$ cat src/rtl/cache_pkg.sv
// Shared width derivations and FSM state type for the line refill buffer.
package cache_pkg;

  localparam int unsigned WORD_W = 32;
  localparam int unsigned ADDR_W = 32;

  typedef enum logic [1:0] {
    IDLE = 2'd0,
    FILL = 2'd1,
    DONE = 2'd2
  } state_t;

  function automatic int unsigned beats_of(input int unsigned line);
    return line / WORD_W;
  endfunction

  function automatic int unsigned off_w_of(input int unsigned line);
    return $clog2(line / WORD_W);
  endfunction

  function automatic int unsigned idx_w_of(input int unsigned line, input int unsigned size);
    return $clog2(size * 8 / line);
  endfunction

  function automatic int unsigned tag_w_of(input int unsigned line, input int unsigned size);
    return ADDR_W - idx_w_of(line, size) - off_w_of(line);
  endfunction

endpackage

$ cat src/rtl/line_refill_buffer_if.sv
// Request, beat and line handshake bundle between the refill buffer and its neighbours.
interface line_refill_buffer_if #(
  parameter int unsigned CACHE_LINE = 128,
  parameter int unsigned CACHE_SIZE = 8192
) ();
  import cache_pkg::*;

  localparam int unsigned IDX_W = idx_w_of(CACHE_LINE, CACHE_SIZE);
  localparam int unsigned TAG_W = tag_w_of(CACHE_LINE, CACHE_SIZE);

  logic                  req_valid;
  logic [31:0]           req_addr;
  logic                  req_ready;
  logic                  beat_valid;
  logic [31:0]           beat_data;
  logic                  beat_err;
  logic                  crit_valid;
  logic [31:0]           crit_data;
  logic                  line_valid;
  logic                  line_ready;
  logic [CACHE_LINE-1:0] line_data;
  logic [TAG_W-1:0]      line_tag;
  logic [IDX_W-1:0]      line_index;
  logic                  line_err;
  logic                  busy;

  modport master (
    output req_valid, req_addr, beat_valid, beat_data, beat_err, line_ready,
    input  req_ready, crit_valid, crit_data, line_valid, line_data,
           line_tag, line_index, line_err, busy
  );

  modport slave (
    input  req_valid, req_addr, beat_valid, beat_data, beat_err, line_ready,
    output req_ready, crit_valid, crit_data, line_valid, line_data,
           line_tag, line_index, line_err, busy
  );

endinterface

$ cat src/rtl/addr_parser.sv
// Splits a word-granular miss address into {tag, index, offset}.
module addr_parser
  import cache_pkg::*;
#(
  parameter  int unsigned CACHE_LINE = 128,
  parameter  int unsigned CACHE_SIZE = 8192,
  localparam int unsigned OFF_W      = off_w_of(CACHE_LINE),
  localparam int unsigned IDX_W      = idx_w_of(CACHE_LINE, CACHE_SIZE),
  localparam int unsigned TAG_W      = tag_w_of(CACHE_LINE, CACHE_SIZE)
) (
  input  logic [31:0]      i_addr,
  output logic [TAG_W-1:0] o_tag,
  output logic [IDX_W-1:0] o_index,
  output logic [OFF_W-1:0] o_offset
);

  assign o_offset = i_addr[OFF_W-1:0];
  assign o_index  = i_addr[OFF_W +: IDX_W];
  assign o_tag    = i_addr[31 -: TAG_W];

endmodule

$ cat src/rtl/line_refill_buffer.sv
// Critical-word-first cache line refill buffer: assembles BEATS bus words into one line.
module line_refill_buffer
  import cache_pkg::*;
#(
  parameter int unsigned CACHE_LINE = 128,
  parameter int unsigned CACHE_SIZE = 8192
) (
  input logic                clk,
  input logic                rst,
  line_refill_buffer_if.slave bus
);

  localparam int unsigned BEATS = beats_of(CACHE_LINE);
  localparam int unsigned OFF_W = off_w_of(CACHE_LINE);
  localparam int unsigned IDX_W = idx_w_of(CACHE_LINE, CACHE_SIZE);
  localparam int unsigned TAG_W = tag_w_of(CACHE_LINE, CACHE_SIZE);
  localparam int unsigned CNT_W = OFF_W + 1;

  state_t                r_state;
  logic [CNT_W-1:0]      r_cnt;
  logic [OFF_W-1:0]      r_off;
  logic [TAG_W-1:0]      r_tag;
  logic [IDX_W-1:0]      r_index;
  logic [CACHE_LINE-1:0] r_line;
  logic                  r_crit_valid;
  logic [31:0]           r_crit_data;
  logic                  r_line_valid;
  logic                  r_line_err;

  logic [TAG_W-1:0]      w_tag;
  logic [IDX_W-1:0]      w_index;
  logic [OFF_W-1:0]      w_offset;
  logic [OFF_W-1:0]      w_word;
  logic                  w_last;

  addr_parser #(
    .CACHE_LINE(CACHE_LINE),
    .CACHE_SIZE(CACHE_SIZE)
  ) u_addr_parser (
    .i_addr  (bus.req_addr),
    .o_tag   (w_tag),
    .o_index (w_index),
    .o_offset(w_offset)
  );

  // Truncation to OFF_W bits gives the mod-BEATS wrap for free.
  assign w_word = r_off + r_cnt[OFF_W-1:0];
  assign w_last = (r_cnt == CNT_W'(BEATS - 1));

  always_ff @(posedge clk) begin
    if (rst) begin
      r_state      <= IDLE;
      r_cnt        <= '0;
      r_off        <= '0;
      r_tag        <= '0;
      r_index      <= '0;
      r_line       <= '0;
      r_crit_valid <= 1'b0;
      r_crit_data  <= '0;
      r_line_valid <= 1'b0;
      r_line_err   <= 1'b0;
    end else begin
      r_crit_valid <= 1'b0;
      unique case (r_state)
        IDLE: begin
          if (bus.req_valid) begin
            r_state    <= FILL;
            r_tag      <= w_tag;
            r_index    <= w_index;
            r_off      <= w_offset;
            r_cnt      <= '0;
            r_line_err <= 1'b0;
          end
        end
        FILL: begin
          if (bus.beat_valid) begin
            for (int unsigned w = 0; w < BEATS; w++) begin
              if (w_word == OFF_W'(w)) r_line[32*w +: 32] <= bus.beat_data;
            end
            r_cnt <= r_cnt + 1'b1;
            if (bus.beat_err) begin
              r_state      <= DONE;
              r_line_valid <= 1'b1;
              r_line_err   <= 1'b1;
            end else begin
              if (r_cnt == '0) begin
                r_crit_valid <= 1'b1;
                r_crit_data  <= bus.beat_data;
              end
              if (w_last) begin
                r_state      <= DONE;
                r_line_valid <= 1'b1;
              end
            end
          end
        end
        DONE: begin
          if (bus.line_ready) begin
            r_state      <= IDLE;
            r_line_valid <= 1'b0;
          end
        end
        default: r_state <= IDLE;
      endcase
    end
  end

  assign bus.req_ready  = (r_state == IDLE);
  assign bus.busy       = (r_state != IDLE);
  assign bus.crit_valid = r_crit_valid;
  assign bus.crit_data  = r_crit_data;
  assign bus.line_valid = r_line_valid;
  assign bus.line_data  = r_line;
  assign bus.line_tag   = r_tag;
  assign bus.line_index = r_index;
  assign bus.line_err   = r_line_err;

endmodule

$ cat src/flat_wrapper.sv
// flat-port wrapper written by rule: the top's interface ports become plain ports
module line_refill_buffer_flat import cache_pkg::*;
#(
  parameter int unsigned CACHE_LINE = 128,
  parameter int unsigned CACHE_SIZE = 8192
)
  (clk, rst, bus_req_valid, bus_req_addr, bus_beat_valid, bus_beat_data, bus_beat_err, bus_line_ready, bus_req_ready, bus_crit_valid, bus_crit_data, bus_line_valid, bus_line_data, bus_line_tag, bus_line_index, bus_line_err, bus_busy);
  line_refill_buffer_if #(.CACHE_LINE(CACHE_LINE), .CACHE_SIZE(CACHE_SIZE)) bus_i ();
  input logic clk;
  input logic rst;
  input wire logic [$bits(bus_i.req_valid)-1:0] bus_req_valid;
  input wire logic [$bits(bus_i.req_addr)-1:0] bus_req_addr;
  input wire logic [$bits(bus_i.beat_valid)-1:0] bus_beat_valid;
  input wire logic [$bits(bus_i.beat_data)-1:0] bus_beat_data;
  input wire logic [$bits(bus_i.beat_err)-1:0] bus_beat_err;
  input wire logic [$bits(bus_i.line_ready)-1:0] bus_line_ready;
  output wire logic [$bits(bus_i.req_ready)-1:0] bus_req_ready;
  output wire logic [$bits(bus_i.crit_valid)-1:0] bus_crit_valid;
  output wire logic [$bits(bus_i.crit_data)-1:0] bus_crit_data;
  output wire logic [$bits(bus_i.line_valid)-1:0] bus_line_valid;
  output wire logic [$bits(bus_i.line_data)-1:0] bus_line_data;
  output wire logic [$bits(bus_i.line_tag)-1:0] bus_line_tag;
  output wire logic [$bits(bus_i.line_index)-1:0] bus_line_index;
  output wire logic [$bits(bus_i.line_err)-1:0] bus_line_err;
  output wire logic [$bits(bus_i.busy)-1:0] bus_busy;
  assign bus_i.req_valid = bus_req_valid;
  assign bus_i.req_addr = bus_req_addr;
  assign bus_i.beat_valid = bus_beat_valid;
  assign bus_i.beat_data = bus_beat_data;
  assign bus_i.beat_err = bus_beat_err;
  assign bus_i.line_ready = bus_line_ready;
  assign bus_req_ready = bus_i.req_ready;
  assign bus_crit_valid = bus_i.crit_valid;
  assign bus_crit_data = bus_i.crit_data;
  assign bus_line_valid = bus_i.line_valid;
  assign bus_line_data = bus_i.line_data;
  assign bus_line_tag = bus_i.line_tag;
  assign bus_line_index = bus_i.line_index;
  assign bus_line_err = bus_i.line_err;
  assign bus_busy = bus_i.busy;
  line_refill_buffer #(.CACHE_LINE(CACHE_LINE), .CACHE_SIZE(CACHE_SIZE)) u_core (.clk(clk), .rst(rst), .bus(bus_i));
endmodule
$ cat config.mk
export PLATFORM = sky130hd
export DESIGN_NAME = line_refill_buffer_flat
export DESIGN_NICKNAME = d
export VERILOG_FILES = /design/src/rtl/cache_pkg.sv /design/src/rtl/line_refill_buffer_if.sv /design/src/rtl/addr_parser.sv /design/src/rtl/line_refill_buffer.sv /design/src/flat_wrapper.sv
export SDC_FILE = /design/constraint.sdc
export NUM_CORES = 1
export LEC_CHECK = 0
export CAP_MARGIN = 40
export CELL_PAD_IN_SITES_DETAIL_PLACEMENT = 0
export CELL_PAD_IN_SITES_GLOBAL_PLACEMENT = 1
export CORE_AREA = 2 2 154 156
export CTS_BUF_LIST = sky130_fd_sc_hd__clkbuf_16
export CTS_CLUSTER_DIAMETER = 100
export DETAILED_ROUTE_END_ITERATION = 12
export DIE_AREA = 0 0 156 158
export MAX_ROUTING_LAYER = met4
export PLACE_DENSITY_LB_ADDON = 0.1
export SYNTH_ARGS = -nofsm -noshare
export SYNTH_HDL_FRONTEND = slang
export SYNTH_HIERARCHICAL = 1
export SYNTH_SLANG_ARGS = --single-unit
$ cat constraint.sdc
create_clock -name clk -period 3.28 [get_ports clk]
set_clock_uncertainty 0.05 [all_clocks]
set_input_delay 0.984 -clock clk [delete_from_list [all_inputs] [get_ports clk]]
set_output_delay 0.984 -clock clk [all_outputs]
set_load 0.05 [all_outputs]
Yosys cells after proc, flatten, opt, wreduce, memory -nomap -nowiden

Index checks and enable logic that the tools add are counted.

Flip-flop bits (word level): 200
Bits of input ports: 70
Output and inout bits: 195
Logic and storage cells: 65

Add/subtract/negate cells: 2
Equal/unequal tests: 11
Mux-type cells: 19
Bitwise logic cells: 3
Reductions and logical operators: 17

Operators with widths:

| kind                  | count |
|---|---|
| $reduce_and A4 Y1     | 4 |
| $reduce_and A3 Y1     | 5 |
| $mux W2               | 5 |
| $mux W1               | 8 |
| $ne A2 B2 Y1 const B  | 4 |
| $eq A2 B2 Y1 const B  | 3 |
| $mux W3               | 2 |
| $pmux W2 S3           | 1 |
| $pmux W3 S2           | 1 |
| $reduce_bool A2 Y1    | 3 |
| $eq A2 B1 Y1 const B  | 2 |
| $logic_not A2 Y1      | 2 |
| $pmux W1 S2           | 2 |
| $reduce_or A4 Y1      | 1 |
| $add A3 B1 Y3 const B | 1 |
| $eq A3 B2 Y1 const B  | 1 |
| $logic_not A3 Y1      | 1 |
| $ne A3 B2 Y1 const B  | 1 |
| $not A1 Y1            | 3 |
| $add A2 B2 Y2         | 1 |
| $reduce_and A2 Y1     | 1 |

Longest topological paths before layout

Gate-level depths: netlist of the first run.

Depth after elaboration: 5
Gate-level depth with buffers: 7
Depth with buffers taken out: 5

By module

The synthesis of the first run kept the hierarchy.

By module, submodules not included:

| module             | times used | cells an instance | area each (um^2) | sequential area each (um^2) |
|---|---|---|---|---|
| line_refill_buffer | 1          | 925               | 7,693.6          | 4,003.8 |
| addr_parser        | 1          | 32                | 240.2            | 0.0 |

Least setup slack after synthesis of the first run

No wires, ideal clock.

Kind: reg-to-output
Start: register u_core.r_state[0]
End: output port bus_busy
Arrival: 1.730 ns
Data required time: 2.246 ns
Setup slack: 0.516 ns
Cell stages (with the launch flop): 5
Path buffers: 2
Path through: dfxtp_1 -> buf_2 -> buf_2 -> nor2_1 -> inv_1

Word-level cells in the longest chain between the ends: 1

Ends and longest elaborated chain:

| item                   | RTL line                  | RTL |
|---|---|---|
| start, declared        | line_refill_buffer.sv:19  | `state_t r_state;` |
| start signal, assigned | line_refill_buffer.sv:52  | `r_state <= IDLE;` |
| start signal, assigned | line_refill_buffer.sv:67  | `r_state <= FILL;` |
| start signal, assigned | line_refill_buffer.sv:82  | `r_state <= DONE;` |
| $reduce_bool A2 Y1     | line_refill_buffer.sv:109 | `assign bus.busy = (r_state != IDLE);` |
| end, declared          | flat_wrapper.sv:25        | `output wire logic [$bits(bus_i.busy)-1:0] bus_busy;` |

Every way passes these cells.

Worst setup path after layout of the first run

Start: register u_core.r_state[1]
End: output port bus_req_ready

Word-level cells in the longest chain between the ends: 1

Ends and longest elaborated chain:

| item             | RTL line                  | RTL |
|---|---|---|
| $logic_not A2 Y1 | line_refill_buffer.sv:108 | `assign bus.req_ready = (r_state == IDLE);` |
| end, declared    | flat_wrapper.sv:17        | `output wire logic [$bits(bus_i.req_ready)-1:0] bus_req_ready;` |

Every way passes these cells.

==> results of run 1 <==
## power by group
| part | internal (mW) | switching [mW] |
|---|---|---|
| combinational | 0.283 | 0.595 |
| clock | 1.07 | 1.01 |
| sequential | 2.49 | 0.0328 |
## sequential cells by signal, summed over array words and instances (netlist names)
signal and cells:
u_core/r_cnt 3, u_core/bus.line_data 128, u_core/bus.line_index 9, u_core/r_state 2, u_core/bus.line_err 1, u_core/bus.line_tag 21
u_core/bus.crit_valid 1, u_core/bus.line_valid 1, u_core/bus.crit_data 32, u_core/r_off 2
## critical path: stages, from the launching register on
cell	delay (ps)
dfxtp_1	310
nor2_1	150
clkdlybuf4s50_1	830
## cells in the final DEF, fill, tap and decap left out, types with 2 or more instances in the layout
master | Yosys | routed
a21oi_1 | 196 | 196
buf_12 | 0 | 9
buf_4 | 34 | 12
clkbuf_16 | 0 | 17
clkdlybuf4s50_1 | 0 | 263
clkinv_4 | 0 | 3
dfxtp_1 | 200 | 200
ha_1 | 4 | 4
inv_1 | 5 | 6
inv_6 | 0 | 4
inv_8 | 0 | 3
nand2_1 | 65 | 65
nand3_1 | 161 | 161
nor2_1 | 4 | 4
nor3_1 | 3 | 3
o21ai_0 | 151 | 151
o21ai_1 | 11 | 11
o21bai_1 | 2 | 2
## cell families after synthesis
logic type / share of synthesized area [%]
fa+ha+maj: 0.6308
compound gates: 22.98
xor+xnor: 0.5834
simple gates: 15.42
buf+inv: 9.652
mux: 0.2681
flops: 50.47
## final timing paths
| check | end | slack [ps] | cells past startpoint |
|---|---|---|---|
| max | bus_req_ready | 530 | 2 |
| min | u_core/bus.line_index[0]$_SDFFE_PP0P_ | 400 | 2 |
| max reg2reg | u_core/bus.line_data[53]$_SDFFE_PP0P_ | 1070 | 5 |
| min reg2reg | u_core/bus.line_index[0]$_SDFFE_PP0P_ | 400 | 2 |
## Yosys cell counts
cell,number
dfxtp_1,200
a21oi_1,196
nand3_1,161
o21ai_0,151
nand2_1,65
clkbuf_1,47
buf_2,41
buf_4,34
o21ai_1,11
buf_6,8
inv_1,5
clkbuf_2,4
ha_1,4
nor2_1,4
nor3_1,3
nand4bb_1,2
nor2b_1,2
nor4bb_1,2
o21bai_1,2
a31oi_1,1
and4b_1,1
and4bb_2,1
mux2_2,1
mux2i_1,1
nand2b_1,1
nand3b_1,1
nand4b_1,1
nand4b_2,1
nor3b_1,1
nor3b_2,1
o211a_1,1
or3b_2,1
xnor3_1,1
xor3_1,1
## cell type report
class | instances | area, sq um
Sequential cell | 200 | 4004
Clock buffer | 17 | 425.4
Multi-Input combinational cell | 618 | 3234
Clock inverter | 14 | 140.1
Tap cell | 290 | 362.8
Timing Repair Buffer | 285 | 2914
Inverter | 5 | 18.77
Fill cell | 2257 | 11950
## stage by stage
stage | power (mW) | hold WS (ps)
after global routing | 5.711 | 422.9
after global placement | 3.469 | 392.2
after CTS | 5.553 | 407.4
after floorplan | 3.136 | 390.0
final | 5.484 | 404.4
after detailed placement | 3.468 | 397.2
## layer usage
layer	up-vias	routed length, microns
met4	0	344
li1	3655	-
met3	22	1787
met1	3539	12180
met5	-	0
met2	230	12080
==> impl_metrics.py, run 1 <==
metrics = {
    "sta": {
        "finalSetupViolCount": 0,
        "layout_setup_ws_ps": 533.5,
        "drv_slew": 0,
        "min_period_over_period_pct": 83.74,
        "fin_tns_setup_ps": 0,
        "rsz0062_at_grt": "false",
        "fmax_ghz": 0.3641,
        "timing.final.crit_period_ps": 2747,
        "maxSlewHeadroom_pct": 40.13,
        "final-hold-violation-count": 0,
        "worstMarginPinSlew_ps": 898.1,
    },
    "logic_synthesis": {
        "synth_top_area_share_pct": 50.47,
        "synth_seq_cells": 200,
        "synth_cell_types": 34,
        "avgSynthCellArea_sq_um": 8.290,
        "post-synth-top-area-cell": "dfxtp_1",
        "syn_area_sq_mm": 0.007934,
        "syn_inst": 957,
        "syn_nets": 1031,
        "ys_seq_area_share_pct": 50.47,
        "synth_area_leaders": "dfxtp_1, a21oi_1, nand3_1, o21ai_0, buf_4",
        "ys_warn_count": 6,
    },
    "global_route": {
        "track_usage_pct": 21.44,
        "antenna_found_initial": 0,
        "grt_max_degree": 81,
        "grt-busiest-layer": "met2",
        "grt_pass1_wl_microns": 40290,
        "use_met3_pct": 5.803,
        "overflow": 0,
        "grt_util_met2_pct": 32.45,
        "grt_pass1_vias": 6873,
        "groute.layer.met1.usage_pct": 28.40,
    },
    "finish": {
        "fin_area_sq_mm": 0.01110,
        "drive_gt1_share_pct": 5.619,
        "fin_nets": 1201,
        "instances_no_fill": 1429,
        "areaGrowthSynthToFinish_pct": 39.90,
        "utilization_pct": 48.15,
        "diodes": 0,
    },
    "die": {
        "rows": 56,
        "io_pins": 265,
        "die_area_sq_mm": 0.02465,
        "core_sq_mm": 0.02305,
        "die_h_microns": 158,
        "initial_core_util_pct": 34.42,
        "dieWidth_microns": 156,
    },
    "routing": {
        "wl_per_cell_microns": 18.47,
        "routed_wl_microns": 26390,
        "first_pass_iters": 4,
        "dr.first_iter.drc_count": 490,
        "ant_nets": 0,
        "drc": 0,
        "vias": 7446,
        "viasPerCell": 5.211,
    },
    "placement": {
        "placed_cells": 1398,
        "finalWeightedCongestion": 0.7591,
        "dp_hpwl_microns": 15950,
        "place_ws_ps": 412.9,
        "port_buffers": 264,
        "place_area_sq_mm": 0.01053,
    },
    "critical_path": {
        "critPathKind": "register to output port",
        "timing.rr.start": "u_core/r_cnt[0]$_SDFFE_PP0P_",
        "cp.arrival_ps": 1710,
        "cp-startpoint": "u_core/r_state[1]$_SDFFE_PP0P_",
        "required_ps": 2250,
        "crit_path_max_fanout": 2,
        "endpoint_kind": "output port",
        "worstSetupStartpointType": "register",
    },
    "cts": {
        "clock_latency_ps": 430,
        "cts-root-buf": "clkbuf_16",
        "cts_resized": 0,
        "hold_buffers": 0,
        "tritoncts": "done",
        "clock_path_buffers": 2,
        "htree_levels": 4,
        "cts_sinks": 200,
        "cts_buffers": 17,
        "clk_pin_slew_ps": 70,
        "post_cts_buffers": 0,
    },
    "run_status": {
        "outcome": "completed",
    },
    "pwr": {
        "power.leakage_nw": 3.630,
        "peakVddDrop_uv": 305.5,
        "p_per_area_mw_per_mm2": 494.1,
    },
    "min_path": {
        "hold_path.class": "register to register",
        "min_from": "u_core/bus.line_index[0]$_SDFFE_PP0P_",
    },
    "job": {
        "max_cap_violations": 0,
    },
}
Power figures use the tool's default switching activity.
==> inputs of run 2 (changes only) <==
--- a/config.mk
+++ b/config.mk
@@ -8,11 +8,11 @@
 export CAP_MARGIN = 40
 export CELL_PAD_IN_SITES_DETAIL_PLACEMENT = 0
 export CELL_PAD_IN_SITES_GLOBAL_PLACEMENT = 1
-export CORE_AREA = 2 2 154 156
+export CORE_AREA = 2 2 166 168
 export CTS_BUF_LIST = sky130_fd_sc_hd__clkbuf_16
 export CTS_CLUSTER_DIAMETER = 100
 export DETAILED_ROUTE_END_ITERATION = 12
-export DIE_AREA = 0 0 156 158
+export DIE_AREA = 0 0 168 170
 export MAX_ROUTING_LAYER = met4
 export PLACE_DENSITY_LB_ADDON = 0.1
 export SYNTH_ARGS = -nofsm -noshare
==> constraint.sdc (replaced) <==
create_clock -name clk -period 2.25 [get_ports clk]
set_clock_uncertainty 0.05 [all_clocks]
set_input_delay 0.675 -clock clk [delete_from_list [all_inputs] [get_ports clk]]
set_output_delay 0.675 -clock clk [all_outputs]
set_load 0.05 [all_outputs]
==> run 2 against run 1 <==
Net effect:
- combinational power increased by 46%
- non-clock buffer count rose by 16
- wire length increased by 6.2%
- global-route usage fell by 1.7 points
- sequential share of layout area is 0.10 points higher
- highest routed layer unchanged
- hold slack lost 2.7 ps
- register-to-register slack lost 740 ps
- cell area fell by 0.25%
- utilization is 6.6 points lower
- critical endpoint is now bus_line_data[80]
==> impl_metrics.py, run 2 (same netlist as run 1, synthesis figures left out) <==
metrics = {
    "run_status": {
        "outcome": "completed",
    },
    "routing": {
        "wl_per_cell_microns": 18.74,
        "viasPerCell": 5.053,
        "first_pass_iters": 5,
        "dr.first_iter.drc_count": 642,
        "vias": 7560,
        "ant_nets": 0,
        "routed_wl_microns": 28030,
        "drc": 0,
    },
    "finish": {
        "fin_nets": 1217,
        "fillerInstances": 2742,
        "mostFrequentLayoutCells": "dfxtp_1, a21oi_1, nand3_1",
        "drive_gt1_share_pct": 13.77,
        "fin_area_sq_mm": 0.01107,
        "layout.cells.most_common": "dfxtp_1",
        "areaGrowthSynthToFinish_pct": 39.55,
        "largest_reg_flops": 128,
        "diodes": 0,
    },
    "placement": {
        "port_buffers": 264,
        "finalWeightedCongestion": 0.7126,
        "place_area_sq_mm": 0.01063,
        "dp_hpwl_microns": 18120,
        "place_ws_ps": -26.07,
    },
    "die": {
        "core_sq_mm": 0.02665,
        "io_pins": 265,
        "rows": 60,
        "die_h_microns": 170,
        "dieWidth_microns": 168,
        "die_area_sq_mm": 0.02856,
        "initial_core_util_pct": 29.77,
    },
    "cts": {
        "cts-root-buf": "clkbuf_16",
        "clock_latency_ps": 420,
        "hold_buffers": 0,
        "tritoncts": "done",
        "clk_pin_slew_ps": 80,
        "cts_sinks": 200,
        "clock_path_buffers": 2,
        "htree_levels": 4,
        "cts_buffers": 17,
    },
    "pwr": {
        "peakVddDrop_uv": 484.5,
        "power.leakage_nw": 4.456,
        "p_per_area_mw_per_mm2": 728.1,
    },
    "sta": {
        "min_period_over_period_pct": 91.75,
        "finalSetupViolCount": 0,
        "drv_slew": 0,
        "timing.final.crit_period_ps": 2064,
        "rsz0062_at_grt": "false",
        "layout_setup_ws_ps": 185.7,
        "maxSlewHeadroom_pct": 58.98,
        "final-hold-violation-count": 0,
        "worstMarginPinSlew_ps": 615.3,
        "fmax_ghz": 0.4844,
        "fin_tns_setup_ps": 0,
    },
    "critical_path": {
        "critical_path.cell_chain": "dlygate4sd2_1",
        "critPathBufInv": 1,
        "critPathKind": "register to output port",
        "path_delay_family": "buffers and inverters",
        "cpMaxStageDelayCell": "dlygate4sd2_1",
        "required_ps": 1520,
        "endpoint_kind": "output port",
        "critPathMaxStageDelay_ps": 540,
        "crit_path_max_fanout": 2,
        "worstSetupStartpointType": "register",
        "cp.arrival_ps": 1340,
    },
    "min_path": {
        "hold_path.class": "register to register",
    },
    "job": {
        "max_cap_violations": 0,
    },
    "global_route": {
        "track_usage_pct": 19.70,
        "overflow": 0,
        "grt_pass1_vias": 7298,
        "grt_max_degree": 77,
        "grt_pass1_wl_microns": 43150,
        "antenna_found_initial": 0,
    },
}
## run 2: cell types whose count changed in the layout (fill, tap and decap cells not counted), moves of 2 or more
cell,previous run,this run
buf_4,12,95
clkdlybuf4s50_1,263,68
dlygate4sd2_1,0,120
buf_12,9,17
clkinv_8,0,2
## run 2: repair_timing
| action | CTS | global route |
|---|---|---|
| setup buffers | 0 | 0 |
| resized for setup | 121 | 0 |
| hold endpoints to repair | 0 | 0 |
| setup endpoints to repair | 121 | 0 |
## run 2: metal layers
metal | up-vias | wire [microns] | share of wire (%) | GRT usage (%)
met3 | 20 | 1665 | 5.9 | 4.419
met2 | 206 | 13420 | 48 | 32.05
met1 | 3639 | 12630 | 45 | 24.92
met4 | 0 | 320 | 1.1 | 4.802
li1 | 3695 | - | - | -
met5 | - | 0 | 0 | -
## run 2: area by class of cell
class | count | area [sq um] | share of cell area [%]
Clock buffer | 17 | 425.4 | 3.842
Inverter | 5 | 18.77 | 0.1695
Clock inverter | 14 | 162.7 | 1.469
Multi-Input combinational cell | 618 | 3237 | 29.23
Timing Repair Buffer | 301 | 2796 | 25.26
Sequential cell | 200 | 4005 | 36.17
Tap cell | 341 | 426.7 | 3.854
## run 2: worst reg2reg max path: cells and delay by family (launching register included)
kind	cells	cell delay, ps
compound gates	2	390
xor+xnor	1	300
fa+ha+maj	1	250
buf+inv	1	510
flops	1	370
## run 2: path summary, 6_finish.rpt
check	start	end	slack (ps)	depth (start not counted)
worst max register to register	u_core/r_cnt[0]$_SDFFE_PP0P_	u_core/bus.line_data[100]$_SDFFE_PP0P_	330	5
worst min-delay path	u_core/bus.line_tag[8]$_SDFFE_PP0P_	u_core/bus.line_tag[8]$_SDFFE_PP0P_	400	2
worst min register to register	u_core/bus.line_tag[8]$_SDFFE_PP0P_	u_core/bus.line_tag[8]$_SDFFE_PP0P_	400	2
worst max-delay path	u_core/bus.line_data[80]$_SDFFE_PP0P_	bus_line_data[80]	190	1
## run 2: report_power, final
group          internal (mW)  leakage (nW)  switching (mW)
Sequential              3.64          1.62          0.0590
Combinational          0.406          2.55           0.876
Clock                   1.58         0.290            1.50
Total                   5.62          4.46            2.44
## run 2: stage by stage
step | power (mW) | hold WS, ps | instances | utilization (%)
2_1_floorplan | 4.572 | 390.0 | 957 | -
3_3_place_gp | 5.115 | 390.7 | 1465 | 39.90
3_5_place_dp | 5.113 | 396.5 | 1465 | 39.90
4_1_cts | 8.204 | 404.5 | 1496 | 41.54
5_1_grt | 8.414 | 419.9 | 1496 | 41.54
6_report | 8.061 | 401.7 | 1496 | 41.54
==> inputs of run 3 (changes only) <==
--- a/config.mk
+++ b/config.mk
@@ -5,6 +5,7 @@
 export SDC_FILE = /design/constraint.sdc
 export NUM_CORES = 1
 export LEC_CHECK = 0
+export ABC_CLOCK_PERIOD_IN_PS = 2250
 export CAP_MARGIN = 40
 export CELL_PAD_IN_SITES_DETAIL_PLACEMENT = 0
 export CELL_PAD_IN_SITES_GLOBAL_PLACEMENT = 1
@@ -15,6 +16,7 @@
 export DIE_AREA = 0 0 168 170
 export MAX_ROUTING_LAYER = met4
 export PLACE_DENSITY_LB_ADDON = 0.1
+export SETUP_SLACK_MARGIN = 0.02
 export SYNTH_ARGS = -nofsm -noshare
 export SYNTH_HDL_FRONTEND = slang
 export SYNTH_HIERARCHICAL = 1
==> results of run 3 <==
The final DEF is identical to that of run 2; final timing and power are the same.
